### config.mk
export PLATFORM = sky130hd
export DESIGN_NAME = ram_port_arbiter_flat
export DESIGN_NICKNAME = d
export VERILOG_FILES = /design/src/rtl/ram_port_arbiter_pkg.sv /design/src/rtl/ram_port_arbiter_if.sv /design/src/rtl/ram_port_arbiter_rd_tag_pipe.sv /design/src/rtl/ram_port_arbiter.sv /design/src/flat_wrapper.sv
export SDC_FILE = /design/constraint.sdc
export NUM_CORES = 1
export LEC_CHECK = 0
export BUFFER_PORTS_ARGS = -buffer_cell sky130_fd_sc_hd__buf_2
export CORE_MARGIN = 8
export CORE_UTILIZATION = 40
export CTS_CLUSTER_SIZE = 28
export DETAILED_ROUTE_END_ITERATION = 12
export HOLD_SLACK_MARGIN = 0.15
export PLACE_DENSITY = 0.79
export SLEW_MARGIN = 20
export SYNTH_ARGS = -nofsm -noshare
export SYNTH_HDL_FRONTEND = slang
export SYNTH_HIERARCHICAL = 1
export SYNTH_SLANG_ARGS = --single-unit
### constraint.sdc
create_clock -name clock -period 2.2 [get_ports clock]
set_input_delay 0.22 -clock clock [delete_from_list [all_inputs] [get_ports clock]]
set_output_delay 0.22 -clock clock [all_outputs]
set_load 0.005 [all_outputs]
### src/rtl/ram_port_arbiter_pkg.sv
// Shared types and width constants for the stack-RAM port arbiter.
package ram_arb_pkg;

   localparam int ADDR_W = 16;
   localparam int DATA_W = 16;

   typedef enum logic {
      REQ_CPU = 1'b0,
      REQ_DBG = 1'b1
   } req_id_t;

   typedef struct packed {
      logic    valid;
      req_id_t id;
   } rd_tag_t;

endpackage

### src/rtl/ram_port_arbiter_if.sv
// Requester handshakes and RAM pins of the stack-RAM arbiter.
interface ram_port_arbiter_if #(
   parameter int ADDR_W = ram_arb_pkg::ADDR_W,
   parameter int DATA_W = ram_arb_pkg::DATA_W
);
   logic              req_0, req_1;
   logic              we_0, we_1;
   logic [ADDR_W-1:0] addr_0, addr_1;
   logic [DATA_W-1:0] wdata_0, wdata_1;
   logic              lock_0;
   logic              gnt_0, gnt_1;
   logic              rvalid_0, rvalid_1;
   logic [DATA_W-1:0] rdata_0, rdata_1;
   logic [ADDR_W-1:0] address_ram;
   logic              wren_ram;
   logic [DATA_W-1:0] data_ram;
   logic [DATA_W-1:0] q_ram;

   // Requesters plus the RAM itself sit on the master side.
   modport master (
      output req_0, req_1, we_0, we_1, addr_0, addr_1, wdata_0, wdata_1, lock_0, q_ram,
      input  gnt_0, gnt_1, rvalid_0, rvalid_1, rdata_0, rdata_1,
             address_ram, wren_ram, data_ram
   );

   modport slave (
      input  req_0, req_1, we_0, we_1, addr_0, addr_1, wdata_0, wdata_1, lock_0, q_ram,
      output gnt_0, gnt_1, rvalid_0, rvalid_1, rdata_0, rdata_1,
             address_ram, wren_ram, data_ram
   );
endinterface

### src/rtl/ram_port_arbiter_rd_tag_pipe.sv
// Shift register carrying read tags alongside the RAM read latency.
module rd_tag_pipe #(
   parameter int DEPTH = 2
) (
   input  logic                clock,
   input  logic                reset_n,
   input  ram_arb_pkg::rd_tag_t tag_in,
   output ram_arb_pkg::rd_tag_t tag_out
);
   import ram_arb_pkg::rd_tag_t;

   rd_tag_t stage_reg [DEPTH];

   always_ff @(posedge clock or negedge reset_n) begin
      if (!reset_n) begin
         for (int i = 0; i < DEPTH; i++) stage_reg[i] <= '0;
      end else begin
         stage_reg[0] <= tag_in;
         for (int i = 1; i < DEPTH; i++) stage_reg[i] <= stage_reg[i-1];
      end
   end

   assign tag_out = stage_reg[DEPTH-1];
endmodule

### src/rtl/ram_port_arbiter.sv
// Round-robin arbiter sharing the single-port stack RAM between CPU and debug reader.
module ram_port_arbiter #(
   parameter int ADDR_W = ram_arb_pkg::ADDR_W,
   parameter int DATA_W = ram_arb_pkg::DATA_W,
   parameter int RD_LAT = 2
) (
   input  logic               clock,
   input  logic               reset_n,
   ram_port_arbiter_if.slave  bus,
   output logic [15:0]        stall_cnt
);
   import ram_arb_pkg::req_id_t;
   import ram_arb_pkg::rd_tag_t;
   import ram_arb_pkg::REQ_CPU;
   import ram_arb_pkg::REQ_DBG;

   req_id_t           ptr_reg, ptr_next;
   logic              gnt_0, gnt_1, any_gnt, sel_we;
   req_id_t           gnt_id;
   logic [ADDR_W-1:0] sel_addr, address_reg;
   logic [DATA_W-1:0] sel_wdata, data_reg, rdata_0_reg, rdata_1_reg;
   logic              wren_reg, rvalid_0_reg, rvalid_1_reg, stall_hit;
   logic [15:0]       stall_cnt_reg;
   rd_tag_t           tag_in, tag_out;

   // Lock only ever suppresses requester 1; it never takes a grant from requester 0.
   always_comb begin
      gnt_0 = 1'b0;
      gnt_1 = 1'b0;
      if (bus.req_0 && bus.req_1) begin
         if (bus.lock_0 || ptr_reg == REQ_CPU) gnt_0 = 1'b1;
         else                                  gnt_1 = 1'b1;
      end else if (bus.req_0) begin
         gnt_0 = 1'b1;
      end else if (bus.req_1 && !bus.lock_0) begin
         gnt_1 = 1'b1;
      end
   end

   always_comb begin
      any_gnt   = gnt_0 | gnt_1;
      gnt_id    = gnt_1 ? REQ_DBG : REQ_CPU;
      sel_addr  = gnt_1 ? bus.addr_1  : bus.addr_0;
      sel_wdata = gnt_1 ? bus.wdata_1 : bus.wdata_0;
      sel_we    = gnt_1 ? bus.we_1    : bus.we_0;
      ptr_next  = ptr_reg;
      if (any_gnt) ptr_next = gnt_1 ? REQ_CPU : REQ_DBG;
      tag_in       = '0;
      tag_in.valid = any_gnt & ~sel_we;
      tag_in.id    = gnt_id;
      stall_hit    = (bus.req_0 & ~gnt_0) | (bus.req_1 & ~gnt_1);
   end

   always_ff @(posedge clock or negedge reset_n) begin
      if (!reset_n) ptr_reg <= REQ_CPU;
      else          ptr_reg <= ptr_next;
   end

   always_ff @(posedge clock or negedge reset_n) begin
      if (!reset_n) begin
         address_reg <= '0;
         data_reg    <= '0;
         wren_reg    <= 1'b0;
      end else begin
         wren_reg <= any_gnt & sel_we;
         if (any_gnt) begin
            address_reg <= sel_addr;
            data_reg    <= sel_wdata;
         end
      end
   end

   rd_tag_pipe #(.DEPTH(RD_LAT)) u_rd_tag_pipe (
      .clock   (clock),
      .reset_n (reset_n),
      .tag_in  (tag_in),
      .tag_out (tag_out)
   );

   always_ff @(posedge clock or negedge reset_n) begin
      if (!reset_n) begin
         rvalid_0_reg <= 1'b0;
         rvalid_1_reg <= 1'b0;
         rdata_0_reg  <= '0;
         rdata_1_reg  <= '0;
      end else begin
         rvalid_0_reg <= tag_out.valid && tag_out.id == REQ_CPU;
         rvalid_1_reg <= tag_out.valid && tag_out.id == REQ_DBG;
         if (tag_out.valid && tag_out.id == REQ_CPU) rdata_0_reg <= bus.q_ram;
         if (tag_out.valid && tag_out.id == REQ_DBG) rdata_1_reg <= bus.q_ram;
      end
   end

   always_ff @(posedge clock or negedge reset_n) begin
      if (!reset_n)                                  stall_cnt_reg <= '0;
      else if (stall_hit && stall_cnt_reg != 16'hFFFF) stall_cnt_reg <= stall_cnt_reg + 16'd1;
   end

   assign bus.gnt_0       = gnt_0;
   assign bus.gnt_1       = gnt_1;
   assign bus.address_ram = address_reg;
   assign bus.data_ram    = data_reg;
   assign bus.wren_ram    = wren_reg;
   assign bus.rvalid_0    = rvalid_0_reg;
   assign bus.rvalid_1    = rvalid_1_reg;
   assign bus.rdata_0     = rdata_0_reg;
   assign bus.rdata_1     = rdata_1_reg;
   assign stall_cnt       = stall_cnt_reg;
endmodule

### src/flat_wrapper.sv
// flat-port wrapper written by rule: the top's interface ports become plain ports
module ram_port_arbiter_flat import ram_arb_pkg::req_id_t; import ram_arb_pkg::rd_tag_t; import ram_arb_pkg::REQ_CPU; import ram_arb_pkg::REQ_DBG;
#(
   parameter int ADDR_W = ram_arb_pkg::ADDR_W,
   parameter int DATA_W = ram_arb_pkg::DATA_W,
   parameter int RD_LAT = 2
)
  (clock, reset_n, stall_cnt, bus_req_0, bus_req_1, bus_we_0, bus_we_1, bus_addr_0, bus_addr_1, bus_wdata_0, bus_wdata_1, bus_lock_0, bus_q_ram, bus_gnt_0, bus_gnt_1, bus_rvalid_0, bus_rvalid_1, bus_rdata_0, bus_rdata_1, bus_address_ram, bus_wren_ram, bus_data_ram);
  ram_port_arbiter_if #(.ADDR_W(ADDR_W), .DATA_W(DATA_W)) bus_i ();
  input  logic clock;
  input  logic reset_n;
  output logic [15:0] stall_cnt;
  input wire logic [$bits(bus_i.req_0)-1:0] bus_req_0;
  input wire logic [$bits(bus_i.req_1)-1:0] bus_req_1;
  input wire logic [$bits(bus_i.we_0)-1:0] bus_we_0;
  input wire logic [$bits(bus_i.we_1)-1:0] bus_we_1;
  input wire logic [$bits(bus_i.addr_0)-1:0] bus_addr_0;
  input wire logic [$bits(bus_i.addr_1)-1:0] bus_addr_1;
  input wire logic [$bits(bus_i.wdata_0)-1:0] bus_wdata_0;
  input wire logic [$bits(bus_i.wdata_1)-1:0] bus_wdata_1;
  input wire logic [$bits(bus_i.lock_0)-1:0] bus_lock_0;
  input wire logic [$bits(bus_i.q_ram)-1:0] bus_q_ram;
  output wire logic [$bits(bus_i.gnt_0)-1:0] bus_gnt_0;
  output wire logic [$bits(bus_i.gnt_1)-1:0] bus_gnt_1;
  output wire logic [$bits(bus_i.rvalid_0)-1:0] bus_rvalid_0;
  output wire logic [$bits(bus_i.rvalid_1)-1:0] bus_rvalid_1;
  output wire logic [$bits(bus_i.rdata_0)-1:0] bus_rdata_0;
  output wire logic [$bits(bus_i.rdata_1)-1:0] bus_rdata_1;
  output wire logic [$bits(bus_i.address_ram)-1:0] bus_address_ram;
  output wire logic [$bits(bus_i.wren_ram)-1:0] bus_wren_ram;
  output wire logic [$bits(bus_i.data_ram)-1:0] bus_data_ram;
  assign bus_i.req_0 = bus_req_0;
  assign bus_i.req_1 = bus_req_1;
  assign bus_i.we_0 = bus_we_0;
  assign bus_i.we_1 = bus_we_1;
  assign bus_i.addr_0 = bus_addr_0;
  assign bus_i.addr_1 = bus_addr_1;
  assign bus_i.wdata_0 = bus_wdata_0;
  assign bus_i.wdata_1 = bus_wdata_1;
  assign bus_i.lock_0 = bus_lock_0;
  assign bus_i.q_ram = bus_q_ram;
  assign bus_gnt_0 = bus_i.gnt_0;
  assign bus_gnt_1 = bus_i.gnt_1;
  assign bus_rvalid_0 = bus_i.rvalid_0;
  assign bus_rvalid_1 = bus_i.rvalid_1;
  assign bus_rdata_0 = bus_i.rdata_0;
  assign bus_rdata_1 = bus_i.rdata_1;
  assign bus_address_ram = bus_i.address_ram;
  assign bus_wren_ram = bus_i.wren_ram;
  assign bus_data_ram = bus_i.data_ram;
  ram_port_arbiter #(.ADDR_W(ADDR_W), .DATA_W(DATA_W), .RD_LAT(RD_LAT)) u_core (.clock(clock), .reset_n(reset_n), .bus(bus_i), .stall_cnt(stall_cnt));
endmodule
; After elaboration in Yosys (flattened, before gate mapping)
; Index checks and enable logic that the tools add are counted.
[totals]
regBits = 88
latchBits = 0
mem_bits_rw = 0
mem_bits_ro = 0
inputBits = 87
output_inout_bits = 85
word_cells = 45
memories = 0
[op_classes]
n_addsub = 1
mul = 0
div_mod_pow = 0
n_lt_le_gt_ge = 0
n_eq_ne = 1
shifts = 0
mux = 12
bitwise = 11
n_reduce_logical = 7
[ops]
columns = op, count
row1 = 16-bit two-way mux, 2
row2 = "16-bit by 1-bit adder with 16-bit output, second input constant", 1
row3 = "16-bit inequality test, second input constant", 1
row4 = 1-bit two-way mux, 10
row5 = 1-bit logical AND, 5
row6 = 1-bit NOT, 5
row7 = 1-bit bitwise AND, 4
row8 = 1-bit bitwise OR, 2
row9 = 1-bit logical NOT, 1
row10 = 1-bit logical OR, 1

; Depth between registers and ports, before layout
; Gate-level depths: netlist (run 1).
[logic_depth]
depth_word = 9
depth_mapped = 7
depth_no_buf = 5

; Cells and area by module
; The synthesis (run 1) kept the hierarchy.
[modules_own_cells]
columns = module, n_inst, cells_each, area_per_inst_um2, seq_area_each_um2
row1 = ram_port_arbiter, 1, 363, 3992.6, 2102.0
row2 = rd_tag_pipe, 1, 6, 115.1, 100.1

; Worst setup path before layout (run 1)
; No wires, ideal clock.
[synth_path]
path_type = reg2reg
start = register u_core.stall_cnt_reg[0], in the netlist u_core/stall_cnt[0]
end = register u_core.stall_cnt_reg[1], in the netlist u_core/stall_cnt[1]
setup_ns = 0.125
arrival_time_ns = 1.537
t_required_ns = 2.075
path_slack_ns = 0.538
path_stages_with_launch = 6
n_path_buf = 0
period_less_slack_ns = 1.662
cell_sequence = dfrtp_1 ha_1 nand4_2 nor4_4 nor2_2 mux2_4
[synth_via]
elab_chain_len = 2
word_cells_on_any_way = 3
cone_classes = 1 x add/sub / 1 x eq/ne / 1 x reduce/logical
[synth_lines]
columns = item, line_no
row1 = from (decl), ram_port_arbiter.sv:23  ; logic [15:0] stall_cnt_reg;
row2 = from (signal assigned), ram_port_arbiter.sv:96  ; else if (stall_hit && stall_cnt_reg != 16'hFFFF) stall_cnt_reg <= stall_cnt_reg + 16'd1;
row3 = "parallel branches: the longest is 2 deep, another holds 16-bit by 1-bit adder with 16-bit output", n/a
; Parallel ways; which one is timed is not known.
; A chain may end at the register's enable or synchronous reset.

==> results.yml, run 1 <==
clocking:
  htreeDepth: 3
  hold_buffers: 52
  cts_tree: "built"
  clk_pin_slew_ps: 100
  cts.sinks: 88
  root_buffer: "clkbuf_8"
  cts_buffers: 9
  worstSkewPairLatency_ps: 350
  post_cts_resized: 0
  postCtsSetupRepairBufs: 0
  clockBufferDepth: 2
outcome:
  status: "complete, no violations"
yosys:
  synthTopCellsByArea: "dfrtp_1 54%, mux2_2 9.3%, o21ba_2 7.8%"
  synth_flop_cell: "dfrtp_1"
  avgSynthCellArea_um2: 11.1
  ys_types: 36
  netlist_area_mm2: 0.00411
  synth-edff-count: 0
  yosys.cell_count.top_type: "dfrtp_1"
  async_reset_ff_share_pct: 100
  ys_ff_latch: 88
  synth_common_cells: "88 x dfrtp_1, 64 x nor2_1, 35 x inv_1"
  ys_seq_area_share_pct: 53.6
  yosysTopAreaCellShare_pct: 53.6
  syn_inst: 369
  postSynthNetCount: 457
  yosys_warnings: 6
  synth_largest_area_cell: "dfrtp_1"
die:
  die_y_um: 117
  fp.dieW_um: 117
  die_area_mm2: 0.0138
  fp.coreArea_mm2: 0.0101
  io_pins: 172
  rows: 37
  initial_utilization_pct: 40.5
global_route:
  grt_pass1_wl_mm: 19.7
  grt_max_degree: 49
  grt_pass1_vias: 3853
  grt_antenna_before_repair: 0
  grt_overflow: 0
  gr-usage-all-layers_pct: 17.3
route:
  drt_iter0_drc: 226
  wl_mm: 12.1
  routed-wl-met2_mm: 5.97
  vias_per_cell: 5.00
  highest_layer: "met4"
  vias: 3645
  wl_met1_mm: 5.15
  route.antenna.remaining_nets: 0
  wl_met3_um: 874
  routedWlPerCell_um: 16.5
  firstDrtPassIters: 4
  drc: 0
setup_path:
  cpPeakStageDelay_ps: 560
  crit_top_cell: "inv_1"
  end_kind: "register"
  critPathRequiredTime_ps: 2490
  reg2reg_slack_ps: 270
  cp-start-kind: "register"
  cp.arrival_ps: 2220
  cp_max_fo: 34
  worst-setup-path-type: "register to register"
  slowest_stage: "dlygate4sd3_1"
  crit_chain: "buf_4 > inv_1 > a21oi_1 > inv_1 > o22ai_1 > dlygate4sd3_1"
finish:
  area_delta_synth_final_pct: 42.0
  nets: 676
  drive_gt1_share_pct: 45.9
  diodes: 0
timing:
  tightest_slew_ps: 711
  clock_skew_ps: 7.94
  hold_viol_final: 0
  finalMaxSlewViolations: 0
  rsz0062_at_grt: "no"
  fmax_ghz: 0.519
  hold_slack_ps: 206
  post-route-period-util_pct: 87.6
  slew_headroom_pct: 52.5
  fin_tns_setup_ps: 0
  setup_violations: 0
  min_period_ps: 1930
power_and_ir_drop:
  p_leak_nw: 2.87
  powerDensity_mw_per_mm2: 757
  ir_drop_v: 0.000277
  total_power_mw: 4.42
min_path:
  min_path_type: "input pin to register"
placed_design:
  hpwl_mm: 8.40
  place_congestion: 0.797
  port_buffers: 171
run:
  maxCapViolCount: 0
==> critical path, delay by kind of cell, from the launching register on <==
kind | cells | cell delay [ps]
buffers and inverters | 4 | 1060
flip-flops | 1 | 360
AO/OA/AOI/OAI | 2 | 450
==> through the flow <==
stage / setup WS (ps) / instances / utilization [%] / instance area, µm²
3_3_place_gp: 468 / 661 / 50.4 / 5110
5_1_grt: 40.0 / 729 / 57.5 / 5830
6_report: 272 / 729 / 57.5 / 5830
2_1_floorplan: 538 / 369 / - / 4110
4_1_cts: 229 / 729 / 57.5 / 5830
3_5_place_dp: 401 / 661 / 50.4 / 5110
==> logic make-up (layout without fill, tap and decap cells) <==
family	after synthesis	count (layout)	synth area share (%)
and+or+nand+nor	103	103	12.1
DFF	88	88	53.6
AOI/OAI and AO/OA	69	69	15.5
buffers and inverters	60	284	6.03
adders and majority gates	1	1	0.305
muxes	35	35	9.69
xor gates and xnor gates	13	13	2.77
==> power breakdown <==
part	internal [mW]	total [mW]	switching, mW
clock network	0.560	1.15	0.592
logic	0.631	1.14	0.512
registers	1.92	2.12	0.207
==> area by class of cell <==
cell class,count,area [µm²]
Timing Repair Buffer,232,1460
Sequential cell,88,2200
Tap cell,136,170
Clock buffer,10,138
Fill cell,820,4310
Clock inverter,6,67.6
Multi-Input combinational cell,221,1660
Inverter,36,135
==> placed cells by master, fill, tap and decap left out, types with 6 or more instances in the layout <==
cell	instances
buf_2	170
dfrtp_1	88
nor2_1	64
dlygate4sd3_1	52
inv_1	35
mux2_2	34
o21ba_2	32
a221oi_1	32
clkbuf_8	10
buf_4	9
nand2_1	8
nand3_1	7
xnor2_1	7
xor2_1	6
==> path summary, 6_finish.rpt <==
| kind | start | endpoint | cells after the start |
|---|---|---|---|
| worst max-delay path | u_core/ptr_reg | u_core/u_rd_tag_pipe/stage_reg[3] | 6 |
| worst min register to register | u_core/u_rd_tag_pipe/stage_reg[3] | u_core/u_rd_tag_pipe/tag_out[1] | 0 |
| worst max register to register | u_core/ptr_reg | u_core/u_rd_tag_pipe/stage_reg[3] | 6 |
| max in group asynchronous | reset_n | u_core/bus.data_ram[8] | 3 |
| min in group asynchronous | reset_n | u_core/stall_cnt[10] | 2 |
| worst min-delay path | bus_addr_1[11] | u_core/bus.address_ram[11] | 3 |
==> metal layers <==
| metal | track usage [%] | vias to the layer above |
|---|---|---|
| met5 | 0 | - |
| met4 | 5.43 | 0 |
| met3 | 5.71 | 5 |
| met2 | 28.9 | 142 |
| met1 | 20.5 | 1792 |
| li1 | - | 1706 |
Power figures use the tool's default switching activity.
==> inputs of run 2 (changes only) <==
--- a/config.mk
+++ b/config.mk
@@ -11,6 +11,7 @@
 export CTS_CLUSTER_SIZE = 28
 export DETAILED_ROUTE_END_ITERATION = 12
 export HOLD_SLACK_MARGIN = 0.15
+export MAX_ROUTING_LAYER = met4
 export PLACE_DENSITY = 0.79
 export SLEW_MARGIN = 20
 export SYNTH_ARGS = -nofsm -noshare
==> run 2 against run 1 <==
Effect of this change: critical path depth did not move; count of clock-buffer cells in the layout did not move; utilization unchanged; die area did not move; cell count unchanged; final area stayed put; non-clock buffer count stayed put; routed wire length about the same; fmax up 0.32%; largest cell class unchanged; largest power group unchanged.
==> results.yml, run 2 (same netlist as run 1, synthesis figures left out) <==
outcome:
  status: "complete, no violations"
power_and_ir_drop:
  combPwrFrac_pct: 25.9
  p_switching_mw: 1.31
  switching_share_pct: 29.6
  p_clk_share_pct: 26.1
  p_seq_share_pct: 48.1
  total_power_mw: 4.41
  p_leak_nw: 2.87
  ir_drop_v: 0.000278
  powerDensity_mw_per_mm2: 757
  p_int_mw: 3.11
die:
  initial_utilization_pct: 40.5
  fp.coreArea_mm2: 0.0101
  die_area_mm2: 0.0138
  io_pins: 172
  rows: 37
  fp.dieW_um: 117
  die_y_um: 117
placed_design:
  placed_area_mm2: 0.00511
  port_buffers: 171
  hpwl_mm: 8.40
  place_inst: 661
  place_ws_ps: 401
  place_congestion: 0.808
route:
  route.antenna.remaining_nets: 0
  drt_iter0_drc: 230
  vias_per_cell: 4.97
  vias: 3623
  drc: 0
  wl_mm: 12.1
  firstDrtPassIters: 4
  routedWlPerCell_um: 16.5
finish:
  diodes: 0
  area_delta_synth_final_pct: 42.0
  post-route-cell-area_mm2: 0.00583
  layout_commonest_cell: "buf_2"
  nets: 676
  drive_gt1_share_pct: 45.9
  fin_util_pct: 57.5
  stdcell_count: 729
  most-common-layout-cells: "170 x buf_2, 88 x dfrtp_1, 64 x nor2_1, 52 x dlygate4sd3_1, 35 x inv_1"
min_path:
  min_path_type: "input pin to register"
  min_from: "bus_addr_1[11]"
timing:
  hold_viol_final: 0
  fin_tns_setup_ps: 0
  clock_skew_ps: 7.39
  slew_headroom_pct: 51.6
  min_period_ps: 1920
  rsz0062_at_grt: "no"
  fmax_ghz: 0.520
  finalMaxSlewViolations: 0
  post-route-period-util_pct: 87.4
  fin_ws_ps: 278
  hold_slack_ps: 210
  setup_violations: 0
  tightest_slew_ps: 724
setup_path:
  worst-setup-path-type: "register to register"
  crit_chain: "buf_4 > inv_1 > a21oi_1 > inv_1 > o22ai_1 > dlygate4sd3_1"
  cpPeakStageDelay_ps: 560
  crit_top_cell: "inv_1"
  slowest_stage: "dlygate4sd3_1"
  critPathRequiredTime_ps: 2490
  r2r-start: "u_core/ptr_reg"
  cp_max_fo: 34
  crit_path_start: "u_core/ptr_reg"
  end_kind: "register"
  cp-start-kind: "register"
  critPathTopFamily: "buffers and inverters"
  cp.arrival_ps: 2210
  worst-path-buf-inv: 4
global_route:
  grt_pass1_wl_mm: 19.7
  gr-usage-all-layers_pct: 17.8
  grt_antenna_before_repair: 0
  grt_max_degree: 49
  grt_pass1_vias: 3846
  grt_overflow: 0
clocking:
  htreeDepth: 3
  cts_buffers: 9
  worstSkewPairLatency_ps: 350
  cts.sinks: 88
  clockBufferDepth: 2
  cts_tree: "built"
  postCtsSetupRepairBufs: 0
  clk_pin_slew_ps: 100
  root_buffer: "clkbuf_8"
run:
  maxCapViolCount: 0
==> run 2: final timing paths <==
check                                                    end  slack [ps]  cells past startpoint
max                        u_core/u_rd_tag_pipe/stage_reg[3]         280                      6
min                               u_core/bus.address_ram[11]         210                      3
max reg2reg                u_core/u_rd_tag_pipe/stage_reg[3]         280                      6
min reg2reg                  u_core/u_rd_tag_pipe/tag_out[1]         360                      0
max in group asynchronous             u_core/bus.data_ram[8]        1320                      3
min in group asynchronous                u_core/stall_cnt[2]         320                      2
==> run 2: per-layer routing <==
metal	GRT usage [%]	vias up	share of wire (%)	wire (µm)
li1	-	1702	-	-
met1	21.4	1772	44	5300
met2	28.8	141	49	5910
met3	4.60	8	6.3	759
met4	5.19	0	0.77	93
met5	-	-	0	0
==> run 2: layout make-up <==
cell class	count	area, µm²
Tap cell	136	170
Sequential cell	88	2200
Inverter	36	135
Clock buffer	10	138
Multi-Input combinational cell	221	1660
Clock inverter	6	67.6
Timing Repair Buffer	232	1460
Fill cell	820	4310
==> run 2: worst register-to-register path, stage by stage, from the launching register on <==
cell and delay, ps:
dfrtp_1 360, buf_4 360, inv_1 70, a21oi_1 300, inv_1 70, o22ai_1 140, dlygate4sd3_1 560
==> run 2: power by group through the flow <==
stage / Clock (mW) / Sequential [mW] / Combinational (mW)
after floorplan: 0 / 2.16 / 0.497
after global placement: 0 / 2.13 / 1.04
after detailed placement: 0 / 2.15 / 1.08
after CTS: 1.19 / 2.12 / 1.15
after global routing: 1.26 / 2.16 / 1.26
final: 1.15 / 2.12 / 1.14
==> run 2: what timing repair did <==
item	in CTS	in global routing
endpoints found under the hold margin	154	0
setup endpoints to repair	0	0
resized for setup	0	0
hold buffers	52	0
==> inputs of run 3 (changes only) <==
--- a/config.mk
+++ b/config.mk
@@ -12,7 +12,7 @@
 export DETAILED_ROUTE_END_ITERATION = 12
 export HOLD_SLACK_MARGIN = 0.15
 export MAX_ROUTING_LAYER = met4
-export PLACE_DENSITY = 0.79
+export PLACE_DENSITY = 0.66
 export SLEW_MARGIN = 20
 export SYNTH_ARGS = -nofsm -noshare
 export SYNTH_HDL_FRONTEND = slang
==> run 3 against run 2 <==
Effect of this change: clock skew grew 4.3 ps; utilization grew 0.25 points; fmax grew 4.4%; final area grew 0.43%; non-clock buffer count shrank 1; count of clock-buffer cells in the layout shrank 1; register-to-register slack gained 80 ps; die area is the same; first-iteration DRC count shrank 15%; clock power grew 9.6%; flip-flop and latch count is the same; largest power group unchanged; highest routed layer unchanged.
==> results.yml, run 3 (same netlist as run 1, synthesis figures left out) <==
clocking:
  cts_tree: "built"
  htreeDepth: 3
  cts.sinks: 88
  clk_pin_slew_ps: 100
  clockBufferDepth: 2
  root_buffer: "clkbuf_8"
  post_cts_resized: 0
  postCtsSetupRepairBufs: 0
  cts_buffers: 9
  worstSkewPairLatency_ps: 350
die:
  rows: 37
  initial_utilization_pct: 40.5
  fp.coreArea_mm2: 0.0101
  die_area_mm2: 0.0138
  die_y_um: 117
  fp.dieW_um: 117
  io_pins: 172
timing:
  finalMaxSlewViolations: 0
  rsz0062_at_grt: "no"
  fin_tns_setup_ps: 0
  tightest_slew_ps: 704
  post-route-period-util_pct: 83.7
  hold_viol_final: 0
  fmax_ghz: 0.543
  clock_skew_ps: 11.7
  min_period_ps: 1840
  slew_headroom_pct: 53.1
  setup_violations: 0
setup_path:
  cpPeakStageDelay_ps: 620
  cp.arrival_ps: 2130
  critPathTopFamily: "buffers and inverters"
  cp_max_fo: 12
  r2r_end: "u_core/u_rd_tag_pipe/stage_reg[3]"
  reg2reg_slack_ps: 360
  cp.depth: 5
  worst-path-buf-inv: 3
  r2r-start: "u_core/ptr_reg"
  crit_chain: "inv_1 > a21oi_1 > inv_1 > o22ai_1 > dlygate4sd3_1"
  rr_worst_depth: 5
  end_kind: "register"
  slowest_stage: "dfrtp_1"
  cp-start-kind: "register"
  worst-setup-path-type: "register to register"
  critPathRequiredTime_ps: 2490
  crit_top_cell: "inv_1"
outcome:
  status: "complete, no violations"
finish:
  layout_commonest_cell: "buf_2"
  nets: 675
  most-common-layout-cells: "170 x buf_2, 88 x dfrtp_1, 64 x nor2_1, 52 x dlygate4sd3_1, 35 x inv_1"
  drive_gt1_share_pct: 45.8
  diodes: 0
  post-route-cell-area_mm2: 0.00586
  area_delta_synth_final_pct: 42.6
  fin_util_pct: 57.8
placed_design:
  hpwl_mm: 8.35
  place_congestion: 0.751
  placed_area_mm2: 0.00511
  port_buffers: 171
route:
  vias: 3653
  routedWlPerCell_um: 16.6
  drc: 0
  drt_iter0_drc: 195
  vias_per_cell: 5.02
  route.antenna.remaining_nets: 0
  wl_mm: 12.1
  firstDrtPassIters: 4
global_route:
  gr-usage-all-layers_pct: 18.1
  grt_use_met3_pct: 4.12
  met1_usage_pct: 21.3
  grt_pass1_vias: 4075
  busiest_layer: "met2"
  grt_overflow: 0
  use_met2_pct: 29.8
  grt_max_degree: 53
  grt_pass1_wl_mm: 20.3
  grt_antenna_before_repair: 0
min_path:
  whs_endpoint: "u_core/bus.address_ram[12]"
  min_from: "bus_addr_1[12]"
  whs_path_depth: 3
  min_path_type: "input pin to register"
power_and_ir_drop:
  powerDensity_mw_per_mm2: 770
  ir_drop_v: 0.000288
  p_leak_nw: 2.88
run:
  maxCapViolCount: 0
[run 3: changes by cell type in the layout (fill, tap and decap cells not counted)]
cell | previous run | this run
clkbuf_8 | 10 | 9
buf_12 | 1 | 2
inv_6 | 1 | 3
clkinv_2 | 1 | 0
clkinv_4 | 1 | 0
bufinv_16 | 1 | 2
buf_4 | 9 | 7
[run 3: per-stage QoR]
step / total power, mW / hold slack (ps) / cells / worst slack (ps)
2_1_floorplan: 2.65 / -75.6 / 369 / 538
3_3_place_gp: 3.18 / 319 / 660 / 487
3_5_place_dp: 3.22 / 316 / 660 / 385
4_1_cts: 4.58 / 185 / 728 / 370
5_1_grt: 4.79 / 205 / 728 / 226
6_report: 4.51 / 209 / 728 / 358
[run 3: layer usage]
| metal | share of wire [%] | vias to the layer above | wire length [µm] |
|---|---|---|---|
| li1 | - | 1710 | - |
| met1 | 44 | 1775 | 5320 |
| met2 | 48 | 153 | 5810 |
| met3 | 6.5 | 15 | 792 |
| met4 | 1.4 | 0 | 175 |
| met5 | 0 | - | 0 |
[run 3: where the power goes]
part           internal, mW  switching [mW]
logic                 0.629           0.491
clock network         0.652           0.607
registers              1.91           0.215
total                  3.20            1.31
[run 3: layout make-up]
class                      instances  area, µm²
sequential                        88       2200
inverter                          36        135
tap                              136        170
multi-input combinational        221       1660
fill                             838       4280
clock buffer                       9        124
clock inverter                     7        101
timing repair buffer             231       1460
[run 3: worst max path at each step]
stage,start,end,slack (ps)
final,u_core/ptr_reg,u_core/u_rd_tag_pipe/stage_reg[3],360
after global routing,u_core/ptr_reg,u_core/u_rd_tag_pipe/stage_reg[3],230
after CTS,u_core/ptr_reg,u_core/u_rd_tag_pipe/stage_reg[3],370
after detailed placement,u_core/stall_cnt[0],u_core/stall_cnt[1],390
after global placement,u_core/stall_cnt[0],u_core/stall_cnt[1],490
after floorplan,u_core/stall_cnt[0],u_core/stall_cnt[1],540
[run 3: worst register-to-register path, delay by kind of cell, from the launching register on]
family | cells | cell delay, ps
AOI/OAI and AO/OA | 2 | 450
buffers and inverters | 3 | 710
DFF | 1 | 620
[run 3: what timing repair did]
item	4_1_cts	5_1_grt
endpoints found under the setup margin	0	0
hold buffers	52	0
hold endpoints to repair	117	0
